File: config.mk
export PLATFORM = sky130hd
export DESIGN_NAME = ir_decode_alu
export DESIGN_NICKNAME = d
export VERILOG_FILES = /design/src/rtl/ir_decode_alu.sv
export SDC_FILE = /design/constraint.sdc
export NUM_CORES = 1
export LEC_CHECK = 0
export ABC_AREA = 1
export CELL_PAD_IN_SITES_DETAIL_PLACEMENT = 1
export CELL_PAD_IN_SITES_GLOBAL_PLACEMENT = 1
export CORE_UTILIZATION = 31
export CTS_CLUSTER_SIZE = 24
export DETAILED_ROUTE_END_ITERATION = 7
export GPL_TIMING_DRIVEN = 0
export PLACE_DENSITY = 0.83
export SETUP_SLACK_MARGIN = 0.02
export SLEW_MARGIN = 20
export SYNTH_ARGS = -nofsm -noshare
export SYNTH_HDL_FRONTEND = slang
export SYNTH_SLANG_ARGS = --single-unit
File: constraint.sdc
create_clock -name Clock -period 2.28 [get_ports Clock]
set_clock_uncertainty 0.2 [all_clocks]
set_input_delay 0.228 -clock Clock [delete_from_list [all_inputs] [get_ports Clock]]
set_output_delay 0.228 -clock Clock [all_outputs]
set_load 0.05 [all_outputs]
File: src/rtl/ir_decode_alu.sv
// ir_decode_alu
//   Front-end datapath slice of the 16-bit multicycle processor. It holds
//   the 10-bit instruction register and decodes it into an opcode and
//   one-hot X/Y register selects. It also provides the combinational ALU
//   that feeds the G register. The proc control FSM drives IRin, dec_en
//   and alu_op, and owns all sequencing.
//
// Ports
//   Clock   in   1   system clock, IR updates on the rising edge
//   Resetn  in   1   asynchronous active-low reset
//   DIN     in  16   instruction/data input, only DIN[9:0] is loaded
//   IRin    in   1   IR load enable
//   dec_en  in   1   decoder enable, selects are all zeros when low
//   alu_op  in   3   ALU operation select
//   A       in  16   ALU operand A (from the A register)
//   B       in  16   ALU operand B (from the bus)
//   IR      out 10   instruction register contents
//   I       out  4   opcode, IR[3:0]
//   xsel    out  8   one-hot decode of IR[6:4], bit 7 = R0
//   ysel    out  8   one-hot decode of IR[9:7], bit 7 = R0
//   G       out 16   combinational ALU result
//   zero    out  1   high when G is all zeros

module ir_decode_alu (
  input  logic        Clock,
  input  logic        Resetn,
  input  logic [15:0] DIN,
  input  logic        IRin,
  input  logic        dec_en,
  input  logic [2:0]  alu_op,
  input  logic [15:0] A,
  input  logic [15:0] B,
  output logic [9:0]  IR,
  output logic [3:0]  I,
  output logic [7:0]  xsel,
  output logic [7:0]  ysel,
  output logic [15:0] G,
  output logic        zero
);

  typedef enum logic [2:0] {
    ALU_ADD  = 3'b000,
    ALU_SUB  = 3'b001,
    ALU_AND  = 3'b010,
    ALU_SLT  = 3'b011,
    ALU_SLL  = 3'b100,
    ALU_SRL  = 3'b101
  } alu_op_e;

  // The upper DIN bits carry data for other instructions and are never
  // part of the instruction word held here.
  logic unused_din;
  assign unused_din = ^DIN[15:10];

  // Instruction register: reset clears it immediately and wins over a
  // load; otherwise DIN[9:0] is captured on a rising edge when IRin is
  // asserted and held at all other times.
  always_ff @(posedge Clock or negedge Resetn) begin
    if (!Resetn) begin
      IR <= '0;
    end else if (IRin) begin
      IR <= DIN[9:0];
    end
  end

  assign I = IR[3:0];

  // Register-select decoders: field value n lights bit (7-n), so R0 sits
  // on the MSB. Shifting a single MSB right by the field gives exactly
  // that mapping. Both selects are forced to zero when disabled.
  always_comb begin
    xsel = 8'h00;
    ysel = 8'h00;
    if (dec_en) begin
      xsel = 8'h80 >> IR[6:4];
      ysel = 8'h80 >> IR[9:7];
    end
  end

  // ALU: purely combinational. Shift amounts use the whole of B, so any
  // amount of 16 or more flushes the result to zero; only the low four
  // bits are fed to the shifter once that case is excluded. Unused
  // opcodes produce zero.
  always_comb begin
    G = 16'h0000;
    case (alu_op)
      ALU_ADD: G = A + B;
      ALU_SUB: G = A - B;
      ALU_AND: G = A & B;
      ALU_SLT: G = {15'b0, (A < B)};
      ALU_SLL: G = (|B[15:4]) ? 16'h0000 : (A << B[3:0]);
      ALU_SRL: G = (|B[15:4]) ? 16'h0000 : (A >> B[3:0]);
      default: G = 16'h0000;
    endcase
  end

  assign zero = (G == 16'h0000);

endmodule

; Yosys cells after proc, flatten, opt, wreduce, memory -nomap -nowiden
; Index checks and enable logic that the tools add are counted.
[op_classes]
n_bitwise = 1
shifts = 4
addsub = 2
n_reduce_logical = 3
muxes = 5
div_mod_pow = 0
n_mul = 0
n_eq_ne = 5
order_cmp = 1
[ops]
columns = op, count
row1 = $pmux 16 s6, 1
row2 = $mux 16, 2
row3 = $add 16x16->16, 1
row4 = $and 16x16->16, 1
row5 = $logic_not 16->1, 1
row6 = $lt 16x16->1, 1
row7 = $mux 8, 2
row8 = $shl 16x4->16, 1
row9 = $shr 16x4->16, 1
row10 = $shr 8x3->8 const A, 2
row11 = $sub 16x16->16, 1
row12 = $reduce_or 12->1, 1
row13 = $eq 3x2->1 const B, 2
row14 = $eq 3x3->1 const B, 2
row15 = $eq 3x1->1 const B, 1
row16 = $logic_not 3->1, 1
[word_totals]
input_bits = 55
mem_count = 0
ramBits = 0
output_inout_bits = 47
wordCells = 22
register_bits = 10
rom_bits = 0
latch_bits = 0

; Longest topological paths before layout
[logic_depth]
ltp_word = 4
ltp_mapped = 19
ltp_nobuf = 18

; Worst setup path before layout
; Ideal clock, no wire load.
[synth_path]
path_type = input to output
from = in B[2]
to = out zero
arrival_ns = 3.089
setup_slack_ns = -1.237
t_required_ns = 1.852
stages = 15
path_buffers = 2
cell_sequence = buf_2 > inv_2 > ha_1 > buf_2 > o21ai_0 > nand3_1 > nand2_1 > nand2_1 > nand2_1 > nand2_1 > nand3_1 > nand4_1 > nor2_1 > nand2_1 > nor2_1
[synth_between]
elab_chain_len = 4
elab_cells_between_ends = 10
cone_classes = add/sub (2) / order compare (1) / shift (2) / mux (3) / bitwise (1) / reduce/logical (1)
[synth_rtl]
columns = item, line_no
row1 = "start, declared", 32  ; input logic [15:0] B,
row2 = "parallel branches: the longest is 2 deep, another holds $sub 16x16->16", --
row3 = $pmux 16 s6 *, 86  ; case (alu_op)
row4 = named net G[12], 37  ; output logic [15:0] G,
row5 = $logic_not 16->1 *, 97  ; assign zero = (G == 16'h0000);
row6 = "end, declared", 38  ; output logic zero
; Mark *: on every way through the listed nets, which the timed path passes.

; Worst setup path in the final report
[layout_path]
from = in B[2]
to = out zero
[layout_between]
elab_chain_len = 4
elab_cells_between_ends = 10
cone_classes = add/sub (2) / order compare (1) / shift (2) / mux (3) / bitwise (1) / reduce/logical (1)
[layout_rtl]
columns = item, line_no
row1 = "parallel branches: the longest is 2 deep, another holds $sub 16x16->16", --
row2 = $pmux 16 s6 *, 86
row3 = $logic_not 16->1 *, 97
; Every way passes the cells marked *.

==> flow_metrics.tcl <==
set metrics [dict create \
    buffer_ports.inserted 94 \
    detail_route.vias_per_cell 6.21 \
    placed_area_um2 5770 \
    seq_total_area_yosys 0.0562 \
    critical-path-top-delay-family "simple AND/OR/NAND/NOR gates" \
    globalplace.congestion 0.978 \
    share_clk_of_total_power 0.129 \
    fin_nets 1159 \
    biggestRegsByFlops "IR (10)" \
    clk_transition_reported_paths_ps 50 \
    drive_above_1_share 0.459 \
    tritoncts "built" \
    path_class "primary input to primary output" \
    ys_async_sr_fraction 1.00 \
    route.detailed.drc 0 \
    detailroute.via_count 7750 \
    fp-row-count 43 \
    yosysWarningCount 0 \
    pin_count_of_the_biggest_net_entering_global_routing 11 \
    netlist_instances 880 \
    detailed_place_hpwl_mm 17.2 \
    hold_buffers 0 \
    critical_path.cell_chain "buf_6 > buf_12 > inv_12 > ha_4 > buf_6 > nor2_2 > nand3b_1 > buf_4 > nand4_1 > nand3_2 > nand3_2 > nor2_4 > nand3_2 > nor2_4 > nand2_2 > nor2_4 > buf_8" \
    synth_largest_type_area_fraction 0.247 \
    fillerInstances 1780 \
    ios 102 \
    floorplan.core_area_um2 13900 \
    pwr_density_cell_nw_per_um2 360 \
    setup_viol_count_final 17 \
    mappedNetlistArea_um2 4460 \
    number_of_flip_flops_and_latches_in_the_synthesized_netlist 10 \
    worstPathBufferInverterCount 6 \
    die_width_um 122 \
    largest_register_ff_count 10 \
    die_footprint_um2 14900 \
    initial_utilization 0.320 \
    power_frac_comb 0.798 \
    cellLeakagePower_nw 4.28 \
    setup_slack_of_the_critical_path_after_layout_ps -676 \
    cts_buffers 3 \
    slew-limit-headroom 0.603 \
    synth_top_cells_by_area "sky130_fd_sc_hd__nand2_1 25%, sky130_fd_sc_hd__nand3_1 19%, sky130_fd_sc_hd__inv_1 10%" \
    synth_top_flop_cell "sky130_fd_sc_hd__dfrtp_1" \
    grt_first_pass_wirelength_mm 40.3 \
    netlist.top_cell.by_area "sky130_fd_sc_hd__nand2_1" \
    p_int_w 0.00133 \
    power_frac_seq 0.073 \
    post_synth_num_cell_types 37 \
    finalCritPeriodShare 1.30 \
    largest-register "IR" \
    wl_per_cell_um 25.9 \
    max_cap_violations 0 \
    result_of_the_run "complete, but fails checks" \
    mappedNetlistNets 970 \
    layout.cell_area.non_filler_um2 8180 \
    clock_latency_late_sink_ps 250 \
    globalRoute.totalOverflow 0 \
    cts_sinks 10 \
    detail-route-antenna-nets 0 \
    cp.arrival_ps 2530 \
    floorplan.die.height_um 122 \
    syn2layout_area_growth_pct 83.7 \
    cts.htree.levels 1 \
    drt_pass1_iterations 6 \
    initialDrtViolationCount 835 \
    maximum_count_of_clock_buffers_along_a_single_path 2 \
    crit_path_end_kind "primary output" \
    num_antenna_cells 0 \
    crit_path_max_incr_delay_ps 330 \
    violations "negative setup slack" \
    totalWireLength_mm 32.3 \
    swShare 0.548 \
    switchingPower_w 0.00161 \
    antenna_violations_before_repair 1 \
    timing_worst_slew_pin_value_ps 593 \
    grtUsageTotal 0.357 \
    clock.fmax_mhz 338 \
    synth_edf_count 0 \
    first_global_vias 7412 \
    hold_path.class "primary input to asynchronous set/reset pin" \
    cp.required_ps 1850 \
    highest_ir_drop_seen_on_vdd_mv 0.267 \
    timing.critical_path.from_type "primary input" \
    report.final.slew_viol_count 0 \
    cp_max_fo 6 \
    cp_slowest_cell "sky130_fd_sc_hd__ha_4" \
    hold_viol_final 0 \
    synthesis.area_per_instance_um2 5.06 \
    setup_repair_after_global_routing_missed_its_margin "yes" \
    final.hold.worst_slack_ps 151 \
    fin_tns_setup_ps -5370 \
    final_critical_path_required_period_ps 2960 \
    clock_tree_root_buffer_cell "sky130_fd_sc_hd__clkbuf_16" \
]
synthesized netlist by cell type, types with 2 or more instances:
| master | instances |
|---|---|
| sky130_fd_sc_hd__buf_4 | 6 |
| sky130_fd_sc_hd__o21ai_0 | 17 |
| sky130_fd_sc_hd__nand3_2 | 7 |
| sky130_fd_sc_hd__nand4_1 | 11 |
| sky130_fd_sc_hd__nor3_1 | 8 |
| sky130_fd_sc_hd__buf_6 | 2 |
| sky130_fd_sc_hd__nand2_1 | 293 |
| sky130_fd_sc_hd__ha_1 | 33 |
| sky130_fd_sc_hd__buf_2 | 19 |
| sky130_fd_sc_hd__a21oi_1 | 34 |
| sky130_fd_sc_hd__nor2_1 | 91 |
| sky130_fd_sc_hd__clkbuf_1 | 5 |
| sky130_fd_sc_hd__o21bai_1 | 4 |
| sky130_fd_sc_hd__inv_2 | 10 |
| sky130_fd_sc_hd__nor2_4 | 2 |
| sky130_fd_sc_hd__inv_1 | 124 |
| sky130_fd_sc_hd__mux2_2 | 4 |
| sky130_fd_sc_hd__a21oi_2 | 2 |
| sky130_fd_sc_hd__nand3_1 | 165 |
| sky130_fd_sc_hd__nand2_2 | 5 |
| sky130_fd_sc_hd__fa_1 | 2 |
| sky130_fd_sc_hd__nor2_2 | 5 |
| sky130_fd_sc_hd__dfrtp_1 | 10 |
| sky130_fd_sc_hd__nand2_4 | 8 |
cells by family (layout without fill, tap and decap cells):
family,after synthesis,in the layout,share of synthesized area
adders and majority gates,35,35,0.102
and+or+nand+nor,599,599,0.594
buffers and inverters,170,358,0.161
xor gates and xnor gates,1,1,0.00197
muxes,4,4,0.0101
DFF,10,10,0.0562
AOI/OAI and AO/OA,61,61,0.0744
routing by layer:
metal / vias up / global-route usage / share of wire
met1: 3660 / 0.417 / 0.35
met3: 281 / 0.0501 / 0.094
li1: 3178 / - / -
met5: - / 0 / 0.00040
met4: 2 / 0.197 / 0.092
met2: 629 / 0.622 / 0.47
final timing paths:
path	from	endpoint	slack, ps	cells after the start
min in group Clock	IRin	IR[4]	290	2
setup reg to reg	IR[5]	IR[5]	1160	2
hold reg to reg	IR[0]	IR[0]	380	1
hold / removal	Resetn	IR[7]	150	1
max in group asynchronous	Resetn	IR[8]	1340	1
setup / recovery	B[2]	zero	-680	17
per-stage QoR:
step	instances	setup slack, ps	power, W	util
after detailed placement	1154	-2150	0.00166	0.414
after global placement	1154	-2150	0.00164	0.414
final	1248	-676	0.00294	0.587
after global routing	1248	-659	0.00302	0.587
after floorplan	880	-554	0.00116	-
after CTS	1227	-423	0.00249	0.534
layout make-up:
type | instances | area [um^2] | share of cell area
multi-input cells | 700 | 4900 | 0.599
repair buffers | 187 | 1780 | 0.217
inverters | 135 | 567 | 0.0693
plain buffers | 32 | 375 | 0.0459
flip-flops and latches | 10 | 250 | 0.0306
well taps | 180 | 225 | 0.0275
clock buffers | 4 | 88.8 | 0.0109
worst reg2reg max path, stage by stage (launching register included):
cell and delay (ps):
sky130_fd_sc_hd__dfrtp_1 420, sky130_fd_sc_hd__inv_1 120, sky130_fd_sc_hd__o21ai_0 270
power groups by stage:
stage	logic [W]	clock network, W	registers [W]
CTS	0.00193	0.000354	0.000211
floorplan	0.000894	0	0.000269
detailed placement	0.00145	0	0.000213
global route	0.00242	0.000384	0.000217
finish	0.00235	0.000379	0.000215
global placement	0.00142	0	0.000212
layout by cell type (no fill, tap or decap), types with 18 or more instances in the layout:
cell type and count:
sky130_fd_sc_hd__nand2_4 32, sky130_fd_sc_hd__nand3_1 107, sky130_fd_sc_hd__nand2_1 209, sky130_fd_sc_hd__inv_1 86
sky130_fd_sc_hd__clkdlybuf4s50_1 26, sky130_fd_sc_hd__ha_4 18, sky130_fd_sc_hd__nand2_2 62, sky130_fd_sc_hd__buf_4 74
sky130_fd_sc_hd__buf_2 21, sky130_fd_sc_hd__nand3_2 55, sky130_fd_sc_hd__buf_6 39, sky130_fd_sc_hd__nor2_1 53
sky130_fd_sc_hd__inv_2 35, sky130_fd_sc_hd__nor2_4 30
repair_timing:
| item | in CTS | in global routing |
|---|---|---|
| setup endpoints to repair | 22 | 28 |
| setup buffers | 67 | 22 |
| resized for setup | 581 | 158 |
| pin swaps | 103 | 73 |
| gates cloned | 3 | 1 |
Power figures use the tool's default switching activity.
==> RTL change 1, RTL diff (same settings) <==
Register the inputs `DIN`, `IRin`, `dec_en`, `alu_op`, `A` and `B` before use. The logic sees them one clock later. Comments in the files are not updated.
--- a/src/rtl/ir_decode_alu.sv
+++ b/src/rtl/ir_decode_alu.sv
@@ -47,10 +47,26 @@
     ALU_SRL  = 3'b101
   } alu_op_e;
 
+  logic [15:0] DIN_q;
+  logic IRin_q;
+  logic dec_en_q;
+  logic [2:0] alu_op_q;
+  logic [15:0] A_q;
+  logic [15:0] B_q;
+
+  always_ff @(posedge Clock) begin
+    DIN_q    <= DIN;
+    IRin_q   <= IRin;
+    dec_en_q <= dec_en;
+    alu_op_q <= alu_op;
+    A_q      <= A;
+    B_q      <= B;
+  end
+
   // The upper DIN bits carry data for other instructions and are never
   // part of the instruction word held here.
   logic unused_din;
-  assign unused_din = ^DIN[15:10];
+  assign unused_din = ^DIN_q[15:10];
 
   // Instruction register: reset clears it immediately and wins over a
   // load; otherwise DIN[9:0] is captured on a rising edge when IRin is
@@ -58,8 +74,8 @@
   always_ff @(posedge Clock or negedge Resetn) begin
     if (!Resetn) begin
       IR <= '0;
-    end else if (IRin) begin
-      IR <= DIN[9:0];
+    end else if (IRin_q) begin
+      IR <= DIN_q[9:0];
     end
   end
 
@@ -71,7 +87,7 @@
   always_comb begin
     xsel = 8'h00;
     ysel = 8'h00;
-    if (dec_en) begin
+    if (dec_en_q) begin
       xsel = 8'h80 >> IR[6:4];
       ysel = 8'h80 >> IR[9:7];
     end
@@ -83,13 +99,13 @@
   // opcodes produce zero.
   always_comb begin
     G = 16'h0000;
-    case (alu_op)
-      ALU_ADD: G = A + B;
-      ALU_SUB: G = A - B;
-      ALU_AND: G = A & B;
-      ALU_SLT: G = {15'b0, (A < B)};
-      ALU_SLL: G = (|B[15:4]) ? 16'h0000 : (A << B[3:0]);
-      ALU_SRL: G = (|B[15:4]) ? 16'h0000 : (A >> B[3:0]);
+    case (alu_op_q)
+      ALU_ADD: G = A_q + B_q;
+      ALU_SUB: G = A_q - B_q;
+      ALU_AND: G = A_q & B_q;
+      ALU_SLT: G = {15'b0, (A_q < B_q)};
+      ALU_SLL: G = (|B_q[15:4]) ? 16'h0000 : (A_q << B_q[3:0]);
+      ALU_SRL: G = (|B_q[15:4]) ? 16'h0000 : (A_q >> B_q[3:0]);
       default: G = 16'h0000;
     endcase
   end
Formal check against the unedited RTL: not equivalent (a bounded check fails within 4 cycles, from zero or initial values and one cycle with Resetn low).
==> RTL change 1 against the unedited design <==
- the run still ends with negative setup slack left
- wire length decreased by 20%
- cell area rose by 1.5%
- global-route usage fell by 7.0 points
- sequential cell count up 47
- setup slack worse by 320 ps
- area after synthesis is 22% higher
- power rose by 49%
- highest routed layer is now met4
==> RTL change 1: results (changes against the unedited design) <==
* Status: finished with violations
* Failing checks: negative setup slack
* Overall routing resource usage at 28.7% (-7.0 points)
* Sequential area share after synthesis at 22.0% (+16 points)
* Setup TNS at -10260 ps (-4890 ps)
* Port buffer count at 95 (+1.1%)
* Met2 Resource Use GR at 51.0% (-11 points)
* Post-DP HPWL at 18.5 mm (+7.8%)
* First DRT Iteration DRCs at 438 (-48%)
* Top cells by count, synth: 276 x nand2_1, 180 x nand3_1, 124 x inv_1
* Initial antenna violation count at 0 (-1)
* WP data arrival at 2850 ps (+320 ps)
* Fin worst setup slack at -1000 ps (-325 ps)
* Async S/R FF share, synth at 17.5% (-82 points)
* Cts bufs inserted at 9 (+6)
* Cell variety after synth at 34 (-8.1%)
* Syn Nets at 1008 (+3.9%)
* First-pass GRT wire length at 39.3 mm (-2.5%)
* Aggregate routed wire length at 26.0 mm (-20%)
* VDD IR-drop max at 0.417 mV (+56%)
* Filler cells at 2178 (+22%)
* Max_slew headroom at 64.5% (+4.2 points)
* RD Place Congestion at 0.931 (-4.8%)
* DRT Pass-1 Iters at 5 (-1)
* R2r setup slk at 750 ps (-410 ps)
* Nets at 1169 (+0.86%)
* Met3 Track Usage GR at 4.27% (-0.74 points)
* Final setup vio count at 17 (unchanged)
* Clock latency on the worst-skew pair at 340 ps (+90 ps)
* Post-synth top flop: dfxtp_1
* DP Area at 6790 sq um (+18%)
* Top Registers: A_q x16, B_q x16
* Synth top area cells: nand2_1 19%, dfxtp_1 17%, nand3_1 17%
* Leakage power at 4.12 nW (-3.6%)
* Routed via count at 7022 (-9.4%)
* CP max FO at 3 (-3)
-- RTL change 1: cell count changes after synthesis, moves of 2 or more --
cell and delta:
dfxtp_1 +47, nand2_1 -17, nand3_1 +15, nor2_1 +9
inv_2 -7, buf_6 +6, buf_2 -4, nand2_2 -4
nor3_1 -3, o21ai_1 +3, o21bai_1 -3, buf_4 +2
clkbuf_1 -2, o21ai_0 -2
-- RTL change 1: worst max-delay path, cell delays in order, from the launching register on --
cell,delay [ps]
dfxtp_4,360
buf_6,120
inv_4,40
buf_8,110
buf_12,130
fa_2,370
inv_2,90
buf_4,100
buf_4,90
buf_4,90
nand2_1,40
nand3_1,80
nand2_1,70
nand3_2,90
nand2_2,90
nor2_4,150
nand2_1,110
inv_1,70
nand3_2,90
nor2_4,100
buf_8,150
-- RTL change 1: path summary, 6_finish.rpt --
check,from,to
hold / removal,Resetn,IR[2]
hold reg to reg,DIN_q[7],IR[7]
setup / recovery,B_q[1],zero
max in group asynchronous,Resetn,IR[7]
setup reg to reg,IRin_q,IR[6]
min in group Clock,A[7],A_q[7]
-- RTL change 1: cell type report --
class,instances,area share (%)
multi-input combinational,697,50.4
timing repair buffer,150,17.4
sequential,57,15.0
inverter,128,6.16
buffer,36,4.07
tap,220,3.31
clock buffer,9,2.71
clock inverter,7,1.01
-- RTL change 1: timing repair --
| item | 4_1_cts | 5_1_grt |
|---|---|---|
| hold endpoints to repair | 0 | 0 |
| buffers inserted | 42 | 16 |
| endpoints found under the setup margin | 33 | 17 |
| pin swaps | 34 | 28 |
| gates resized for setup | 293 | 72 |
-- RTL change 1: per-stage QoR --
stage                     hold slack (ps)  total power [mW]  instances  util (%)  setup WS [ps]
after detailed placement              234              2.55       1233      40.4          -1710
after global routing                 52.1              4.56       1304      49.4          -1090
after global placement                221              2.51       1233      40.4          -1680
after CTS                            18.8              4.25       1291      47.3           -995
final                                12.1              4.40       1304      49.4          -1000
after floorplan                      -268              2.07        918         -           -804
-- RTL change 1: logic make-up after synthesis --
logic type      synth area share, %
compound gates                 5.52
fa+ha+maj                      8.36
buf+inv                        13.7
flops                          22.0
mux                           0.832
simple gates                   49.5
-- RTL change 1: power by group --
part | internal, mW | total, mW | switching [mW]
clock | 0.867 | 1.45 | 0.585
combinational | 0.691 | 1.81 | 1.12
sequential | 1.06 | 1.13 | 0.0721
-- RTL change 1: metal layers --
metal	routed length (microns)	vias up
met3	1440	85
li1	-	3244
met4	1350	0
met1	10300	3412
met2	12900	281
met5	0	-
==> RTL change 2, RTL diff (same flow settings) <==
Made on the original files. Reset style: synchronous (`Resetn`), changed in one clocked block. Comments in the files are not updated.
--- a/src/rtl/ir_decode_alu.sv
+++ b/src/rtl/ir_decode_alu.sv
@@ -55,7 +55,7 @@
   // Instruction register: reset clears it immediately and wins over a
   // load; otherwise DIN[9:0] is captured on a rising edge when IRin is
   // asserted and held at all other times.
-  always_ff @(posedge Clock or negedge Resetn) begin
+  always_ff @(posedge Clock) begin
     if (!Resetn) begin
       IR <= '0;
     end else if (IRin) begin
Function: differs if Resetn is asserted again (counterexample within 4 cycles, from zero or initial values and one cycle with Resetn low); with Resetn held inactive, the same outputs for 10 cycles.
==> RTL change 2 against the unedited design <==
- the flow still finishes with violations (negative setup slack)
- global-route usage is 1.2 points higher
- area after synthesis is 4.5% lower
- wire length is 2.4% higher
- power is 6.7% lower
- setup slack worse by 370 ps
- cell count is 3.8% lower
- first-iteration DRC count is 37% higher
- sequential cell count stayed put
- cell area is 7.8% lower
- critical path depth is 1 higher
- die area is 4.4% lower
- highest routed layer is now met4
==> RTL change 2: results (changes against the unedited design) <==
* Synth Area in Compound Gates at 8.56% (+1.1 points)
* Cell variety after synth at 31 (-16%)
* Post-synthesis adder-cell area fraction at 10.6% (+0.48 points)
* Critical path launch point: A[5]
* Crit-path max cell delay at 290 ps (-40 ps)
* Failing checks: negative setup slack
* WP data arrival at 2900 ps (+370 ps)
* Async S/R FF share, synth at 0% (-100 points)
* First-pass GRT wire length at 40.8 mm (+1.2%)
* R2r setup slk at 1280 ps (+120 ps)
* RD Place Congestion at 0.920 (-5.9%)
* Metal3 WL at 3.22 mm (+5.6%)
* Post-synthesis mux area share at 0% (-1.0 points)
* Chip width at 119 microns (-2.2%)
* Final setup vio count at 17 (unchanged)
* Share of cells above drive strength 1 at 42.2% (-3.7 points)
* Hold/Removal Path Class: flop to flop
* Status: finished with violations
* Place WS at -1990 ps (+160 ps)
* Overall routing resource usage at 36.9% (+1.2 points)
* Port buffer count at 95 (+1.1%)
* Met3 Track Usage GR at 4.84% (-0.17 points)
* VDD IR-drop max at 0.468 mV (+75%)
* Initial antenna violation count at 0 (-1)
* Sw frac at 55.0% (+0.22 points)
* Fin worst setup slack at -1050 ps (-371 ps)
RTL change 2: cell count changes in the layout (fill, tap and decap cells not counted), sizes merged, moves of 6 or more:
cell / unedited run / this run
buf: 163 / 146
dfrtp: 10 / 0
dfxtp: 0 / 10
inv: 135 / 119
nand2: 306 / 260
nand3: 172 / 190
nor2: 98 / 104
RTL change 2: worst reg2reg max path: cells and delay by family (launching register included):
| kind | cells | cell delay (ps) |
|---|---|---|
| DFF | 1 | 400 |
| AOI/OAI and AO/OA | 1 | 200 |
| buffers and inverters | 1 | 120 |
RTL change 2: layout make-up:
| cell class | instances | area [sq um] | share of cell area [%] |
|---|---|---|---|
| Clock buffer | 4 | 88.8 | 1.18 |
| Buffer | 33 | 362 | 4.79 |
| Sequential cell | 10 | 200 | 2.65 |
| Inverter | 122 | 505 | 6.70 |
| Timing Repair Buffer | 170 | 1570 | 20.8 |
| Multi-Input combinational cell | 685 | 4600 | 61.0 |
| Tap cell | 176 | 220 | 2.92 |
